==> src/rtl/riscv_defs.sv <==
// -----------------------------------------------------------------------------
// riscv_defs
// Shared definitions for the data-memory arbiter.
//   arb_state_t   : arbiter FSM encoding (ARB_IDLE / ARB_RD_WAIT)
//   ARB_STRB_FULL : all four byte lanes enabled (programmer writes full words)
// -----------------------------------------------------------------------------
package riscv_defs;

    typedef enum logic {
        ARB_IDLE    = 1'b0,
        ARB_RD_WAIT = 1'b1
    } arb_state_t;

    localparam logic [3:0] ARB_STRB_FULL = 4'hF;

endpackage : riscv_defs

==> src/rtl/riscv_dmem_arbiter.sv <==
// -----------------------------------------------------------------------------
// riscv_dmem_arbiter
// Shares the single-port data-memory block RAM between the CPU load/store path
// and the UART programmer write stream. Stalls the single-cycle core while the
// port is taken by the programmer or while a load is in flight.
//
// Configuration macro: ARB_STARVE_GUARD_EN
//   defined   : after MAX_HOLD consecutive programmer grants against a waiting
//               CPU, the CPU wins one grant (hold_cnt fairness counter).
//   undefined : strict programmer priority; no counter, MAX_HOLD unused.
//
// Ports
//   clk, rst            : clock, synchronous active-high reset
//   prog_mode           : programmer owns the system; CPU is never granted
//   cpu_req/we/addr/wdata/wstrb : CPU access (addr is a byte address)
//   cpu_stall           : freeze PC and writeback
//   cpu_rdata/rvalid    : load data and its one-cycle strobe
//   upg_req/addr/wdata  : programmer word write; upg_ack accepts it (comb.)
//   mem_en/we/addr/wdata: macro control; mem_rdata returns one cycle later
//   dbg_state/dbg_hold_cnt : current FSM state and fairness counter
//
// Handshake: a CPU request is complete in the cycle cpu_stall is low (store
// grant, or the RD_WAIT cycle for a load); the CPU holds its request fields
// stable while cpu_stall is high. A programmer write is accepted in every
// cycle where upg_req and upg_ack are both high.
// -----------------------------------------------------------------------------
module riscv_dmem_arbiter
    import riscv_defs::*;
#(
    parameter int ADDR_W   = 14,
    parameter int MAX_HOLD = 4
) (
    input  logic              clk,
    input  logic              rst,
    input  logic              prog_mode,
    input  logic              cpu_req,
    input  logic              cpu_we,
    input  logic [31:0]       cpu_addr,
    input  logic [31:0]       cpu_wdata,
    input  logic [3:0]        cpu_wstrb,
    output logic              cpu_stall,
    output logic [31:0]       cpu_rdata,
    output logic              cpu_rvalid,
    input  logic              upg_req,
    input  logic [ADDR_W-1:0] upg_addr,
    input  logic [31:0]       upg_wdata,
    output logic              upg_ack,
    output logic              mem_en,
    output logic [3:0]        mem_we,
    output logic [ADDR_W-1:0] mem_addr,
    output logic [31:0]       mem_wdata,
    input  logic [31:0]       mem_rdata,
    output arb_state_t        dbg_state,
    output logic [3:0]        dbg_hold_cnt
);

    arb_state_t state, state_next;
    logic       rd_owner, rd_owner_next;
    logic       cpu_elig;
    logic       upg_win;
    logic       cpu_grant;
    logic       hold_at_max;

    // Only the word-address bits of the CPU byte address reach the macro.
    logic unused_addr_bits;
    assign unused_addr_bits = ^{cpu_addr[31:ADDR_W+2], cpu_addr[1:0]};

`ifdef ARB_STARVE_GUARD_EN
    logic [3:0] hold_cnt;

    assign hold_at_max = (hold_cnt == 4'(MAX_HOLD));

    // Counts programmer grants that pushed an eligible CPU request aside.
    // Any CPU grant, a dropped CPU request or programmer mode restarts it.
    always_ff @(posedge clk) begin
        if (rst || prog_mode || !cpu_req || cpu_grant) begin
            hold_cnt <= 4'd0;
        end else if (upg_win && cpu_elig && !hold_at_max) begin
            hold_cnt <= hold_cnt + 4'd1;
        end
    end

    assign dbg_hold_cnt = hold_cnt;
`else
    logic unused_max_hold;
    assign unused_max_hold = ^MAX_HOLD;

    assign hold_at_max  = 1'b0;
    assign dbg_hold_cnt = 4'd0;
`endif

    always_ff @(posedge clk) begin
        if (rst) begin
            state    <= ARB_IDLE;
            rd_owner <= 1'b0;
        end else begin
            state    <= state_next;
            rd_owner <= rd_owner_next;
        end
    end

    always_comb begin
        state_next    = state;
        rd_owner_next = 1'b0;
        cpu_elig      = 1'b0;
        upg_win       = 1'b0;
        cpu_grant     = 1'b0;
        mem_en        = 1'b0;
        mem_we        = 4'h0;
        mem_addr      = cpu_addr[ADDR_W+1:2];
        mem_wdata     = cpu_wdata;
        upg_ack       = 1'b0;
        cpu_stall     = cpu_req;
        cpu_rvalid    = 1'b0;
        cpu_rdata     = 32'h0;

        // While reset is held nothing is granted, so a read aborted in
        // RD_WAIT never produces its data strobe.
        if (!rst) begin
            cpu_elig  = cpu_req && !prog_mode && (state == ARB_IDLE);
            upg_win   = upg_req && !(cpu_elig && hold_at_max);
            cpu_grant = cpu_elig && !upg_win;

            if (state == ARB_RD_WAIT) begin
                cpu_rvalid = rd_owner;
                cpu_rdata  = rd_owner ? mem_rdata : 32'h0;
                state_next = ARB_IDLE;
            end

            // The port is free during RD_WAIT, so a programmer write can
            // overlap the returning load data.
            if (upg_win) begin
                mem_en    = 1'b1;
                mem_we    = ARB_STRB_FULL;
                mem_addr  = upg_addr;
                mem_wdata = upg_wdata;
                upg_ack   = 1'b1;
            end else if (cpu_grant) begin
                mem_en = 1'b1;
                if (cpu_we) begin
                    mem_we = cpu_wstrb;
                end else begin
                    state_next    = ARB_RD_WAIT;
                    rd_owner_next = 1'b1;
                end
            end

            cpu_stall = cpu_req && !(cpu_grant && cpu_we) && (state != ARB_RD_WAIT);
        end
    end

    assign dbg_state = state;

endmodule : riscv_dmem_arbiter

==> config.mk <==
export PLATFORM = sky130hd
export DESIGN_NAME = riscv_dmem_arbiter
export DESIGN_NICKNAME = d
export VERILOG_FILES = /design/src/rtl/riscv_defs.sv /design/src/rtl/riscv_dmem_arbiter.sv
export SDC_FILE = /design/constraint.sdc
export NUM_CORES = 1
export LEC_CHECK = 0
export ABC_AREA = 1
export BUFFER_PORTS_ARGS = -buffer_cell sky130_fd_sc_hd__buf_2
export CAP_MARGIN = 15
export CORE_AREA = 2 2 95 97
export CTS_CLUSTER_DIAMETER = 60
export DETAILED_ROUTE_END_ITERATION = 10
export DIE_AREA = 0 0 97 99
export SYNTH_ARGS = -nofsm -noshare
export SYNTH_HDL_FRONTEND = slang
export SYNTH_SLANG_ARGS = --single-unit
export TNS_END_PERCENT = 100
==> constraint.sdc <==
create_clock -name clk -period 1.1 [get_ports clk]
set_input_delay 0.055 -clock clk [delete_from_list [all_inputs] [get_ports clk]]
set_output_delay 0.055 -clock clk [all_outputs]
set_load 0.005 [all_outputs]
# == After elaboration in Yosys (flattened, before gate mapping) ==
# Index checks and enable logic that the tools add are counted.
# W data, S select, Z words.
# totals
regBits,1
in_bits,152
output_inout_bits,91
# classes
mux,19
bitwise,2
n_reduce_logical,10
# ops
operator,n
$mux W32,4
$mux W14,2
$mux W4,4
$mux W1,9
$logic_and A1 B1 Y1,6
$logic_not A1 Y1,3
$reduce_or A3 Y1,1
$not A1 Y1,2

# == Longest topological paths before layout ==
# depth
word_depth,9
ltp_mapped,8
mapped_depth_nobuf,5

# == Worst setup path after synthesis ==
# Ideal clock, no wire load.
# synth_timing
path_type,register to output
startpoint,reg rd_owner
endpoint,out cpu_rdata[10]
t_arrival_ps,877
required_time_ps,1045
slack_ps,168
stages_incl_launch_ff,5
path_buffers,2
path_cell_list,dfxtp_1 > clkbuf_1 > buf_2 > nand2_1 > nor2_1
# synth_via
elab_chain_cells,2
# synth_lines
item,line,text
"start, declared",riscv_dmem_arbiter.sv:58,"logic rd_owner, rd_owner_next;"
"start signal, assigned",riscv_dmem_arbiter.sv:98,rd_owner <= rd_owner_next;
$mux W32,riscv_dmem_arbiter.sv:124,if (state == ARB_RD_WAIT) begin
$mux W32,riscv_dmem_arbiter.sv:119,if (!rst) begin
"end, declared",riscv_dmem_arbiter.sv:42,"output logic [31:0] cpu_rdata,"
# Every way passes these cells.

# == Final worst setup path ==
# layout_timing
startpoint,in rst
endpoint,out mem_wdata[17]
# layout_via
elab_chain_cells,1
# layout_lines
item,line,text
"start, declared",riscv_dmem_arbiter.sv:34,"input logic rst,"
$mux W32,riscv_dmem_arbiter.sv:119,
"end, declared",riscv_dmem_arbiter.sv:51,"output logic [31:0] mem_wdata,"
# Every way passes these cells.

==> results.sh <==
export IMPL_final_cell_mix="buf_2 (220), nand2_1 (183), nor2_1 (42)"
export IMPL_p_int_mw=0.400
export IMPL_regMostFlops="rd_owner"
export IMPL_fin_setup_tns_ps=0
export IMPL_outcome="complete, no violations"
export IMPL_finalHoldViolCount=0
export IMPL_drt_pre_antenna_iters=4
export IMPL_p_leak_nw=1.60
export IMPL_drt_total_wl_um=5510
export IMPL_finalCritPeriodShare_pct=87.9
export IMPL_hp_class="in -> reg"
export IMPL_ff_latch_area_um2=20.0
export IMPL_ys_types=13
export IMPL_antenna_found_initial=0
export IMPL_slowest_delay_ps=280
export IMPL_layout_cells_non_filler=580
export IMPL_switchingPower_mw=0.328
export IMPL_synth_top_area_cell="nand2_1"
export IMPL_cts_setup_buffers=0
export IMPL_slew_violations=0
export IMPL_drive_gt1_share_pct=48.7
export IMPL_largest_reg_flops=1
export IMPL_ant_nets=0
export IMPL_synth_top_area_share_pct=64.1
export IMPL_dpl_instance_area_um2=2250
export IMPL_grt_use_total_pct=10.2
export IMPL_fin_skew_ps=0
export IMPL_place_hpwl_um=4680
export IMPL_final_core_util_pct=26.4
export IMPL_r2r_cells=3
export IMPL_die_x_um=97
export IMPL_n_antenna_cell=0
export IMPL_setup_violations=0
export IMPL_cellPowerDensity_nw_per_um2=323
export IMPL_grt_pass1_wl_um=8690
export IMPL_multiInputGateArea_um2=876
export IMPL_clock_latency_ps=0
export IMPL_core_area_um2=8550
export IMPL_cts_resized=0
export IMPL_synth_area_um2=1070
export IMPL_power_frac_comb_pct=94.7
export IMPL_nets=626
export IMPL_setup_worst_path_start_class="primary input"
export IMPL_required_ps=1040
export IMPL_synthTopCellsByArea="nand2_1 (64%), nor2_1 (15%), buf_2 (4.2%), buf_6 (4.2%), buf_4 (3.5%)"
export IMPL_whs_path_depth=2
export IMPL_layout_commonest_cell="buf_2"
export IMPL_wire_per_inst_um=9.51
export IMPL_post_place_cells=580
export IMPL_drc=0
export IMPL_cp_slowest_cell="buf_4"
export IMPL_worstPathCellList="buf_2, inv_2, nand2_2, buf_4, nand2_1, nand2_1, buf_2"
export IMPL_grt_max_degree=44
export IMPL_ys_ff_latch=1
export IMPL_worstPathMaxFanout=27
export IMPL_hold_buffers=0
export IMPL_drt_initial_drc_count=36
export IMPL_endpoint_kind="output pin"
export IMPL_rsz0062_at_grt="no"
export IMPL_ir_drop_v=0.000207
export IMPL_die_area_um2=9600
export IMPL_synth_warnings=0
export IMPL_power_frac_seq_pct=5.3
export IMPL_avgSynthCellArea_um2=4.06
export IMPL_yosysSeqAreaShare_pct=1.87
export IMPL_vias=2176
export IMPL_grt_pass1_vias=2039
export IMPL_viasPerCell=3.75
export IMPL_overflow=0
export IMPL_max_freq_mhz=1030
export IMPL_area_growth_pct=110
export IMPL_switching_share_pct=45.0
export IMPL_reg_top3="rd_owner x1"
export IMPL_cap_violations=0
export IMPL_fin_area_um2=2250
export IMPL_path_class="in -> out"
export IMPL_synthCells=264
export IMPL_fin_hold_ws_ps=263
export IMPL_io_buffers=220
export IMPL_clk_pin_slew_worst_paths_ps=0
export IMPL_num_fill_cells=985
export IMPL_start_util_pct=12.5
export IMPL_gp_congestion=0.754
export IMPL_clkPwrFrac_pct=0
export IMPL_arrival_ps=910
export IMPL_io_pins=243
export IMPL_die_h_um=99
export IMPL_fin_crit_ps=967
export IMPL_rows=34
==> per-layer routing <==
metal / vias to the layer above / share of wire (%) / track usage, %
met4: 0 / 0.25 / 0.867
met5: - / 0 / 0
met3: 2 / 7.2 / 1.35
met1: 905 / 41 / 12.2
met2: 96 / 51 / 20.1
li1: 1173 / - / -
==> critical path: cells and delay by family <==
kind	cells	cell delay (ps)
buffers and inverters	4	600
and+or+nand+nor	3	250
==> kinds of logic after synthesis <==
logic type             count (synthesis)  share of synthesized area [%]
buffers and inverters                 34                           17.5
flip-flops                             1                           1.87
AND/OR/NAND/NOR                      228                           80.3
other                                  1                          0.350
==> cell usage after synthesis <==
cell type and n:
nand2_2 1, inv_1 10, buf_4 5, dfxtp_1 1
nand3_1 1, conb_1 1, nor2_1 42, nor3_1 1
clkbuf_1 4, buf_2 9, inv_2 2, buf_6 4
nand2_1 183
==> stage by stage <==
| stage | setup slack [ps] | power [mW] |
|---|---|---|
| 6_report | 133 | 0.728 |
| 5_1_grt | 30.1 | 0.825 |
| 4_1_cts | 115 | 0.739 |
| 3_5_place_dp | 115 | 0.735 |
| 3_3_place_gp | 115 | 0.725 |
| 2_1_floorplan | 168 | 0.325 |
==> worst paths after layout <==
| path | to | slack, ps | from |
|---|---|---|---|
| worst max-delay path | mem_wdata[17] | 130 | rst |
| worst min-delay path | rd_owner | 260 | cpu_we |
| worst max register to register | rd_owner | 340 | rd_owner |
| worst min register to register | rd_owner | 630 | rd_owner |
==> cell type report <==
cell class | count | share of cell area [%]
Inverter | 12 | 2.00
Tap cell | 108 | 5.99
Timing Repair Buffer | 227 | 52.3
Multi-Input combinational cell | 232 | 38.8
Sequential cell | 1 | 0.888
==> power by group through the flow <==
stage	clock, mW	sequential, mW	combinational, mW
after global placement	0	0.0384	0.687
after floorplan	0	0.0380	0.287
final	0	0.0384	0.690
after CTS	0	0.0384	0.700
after global routing	0	0.0385	0.787
after detailed placement	0	0.0384	0.696
Note: power is estimated with default switching activity, not from simulation.
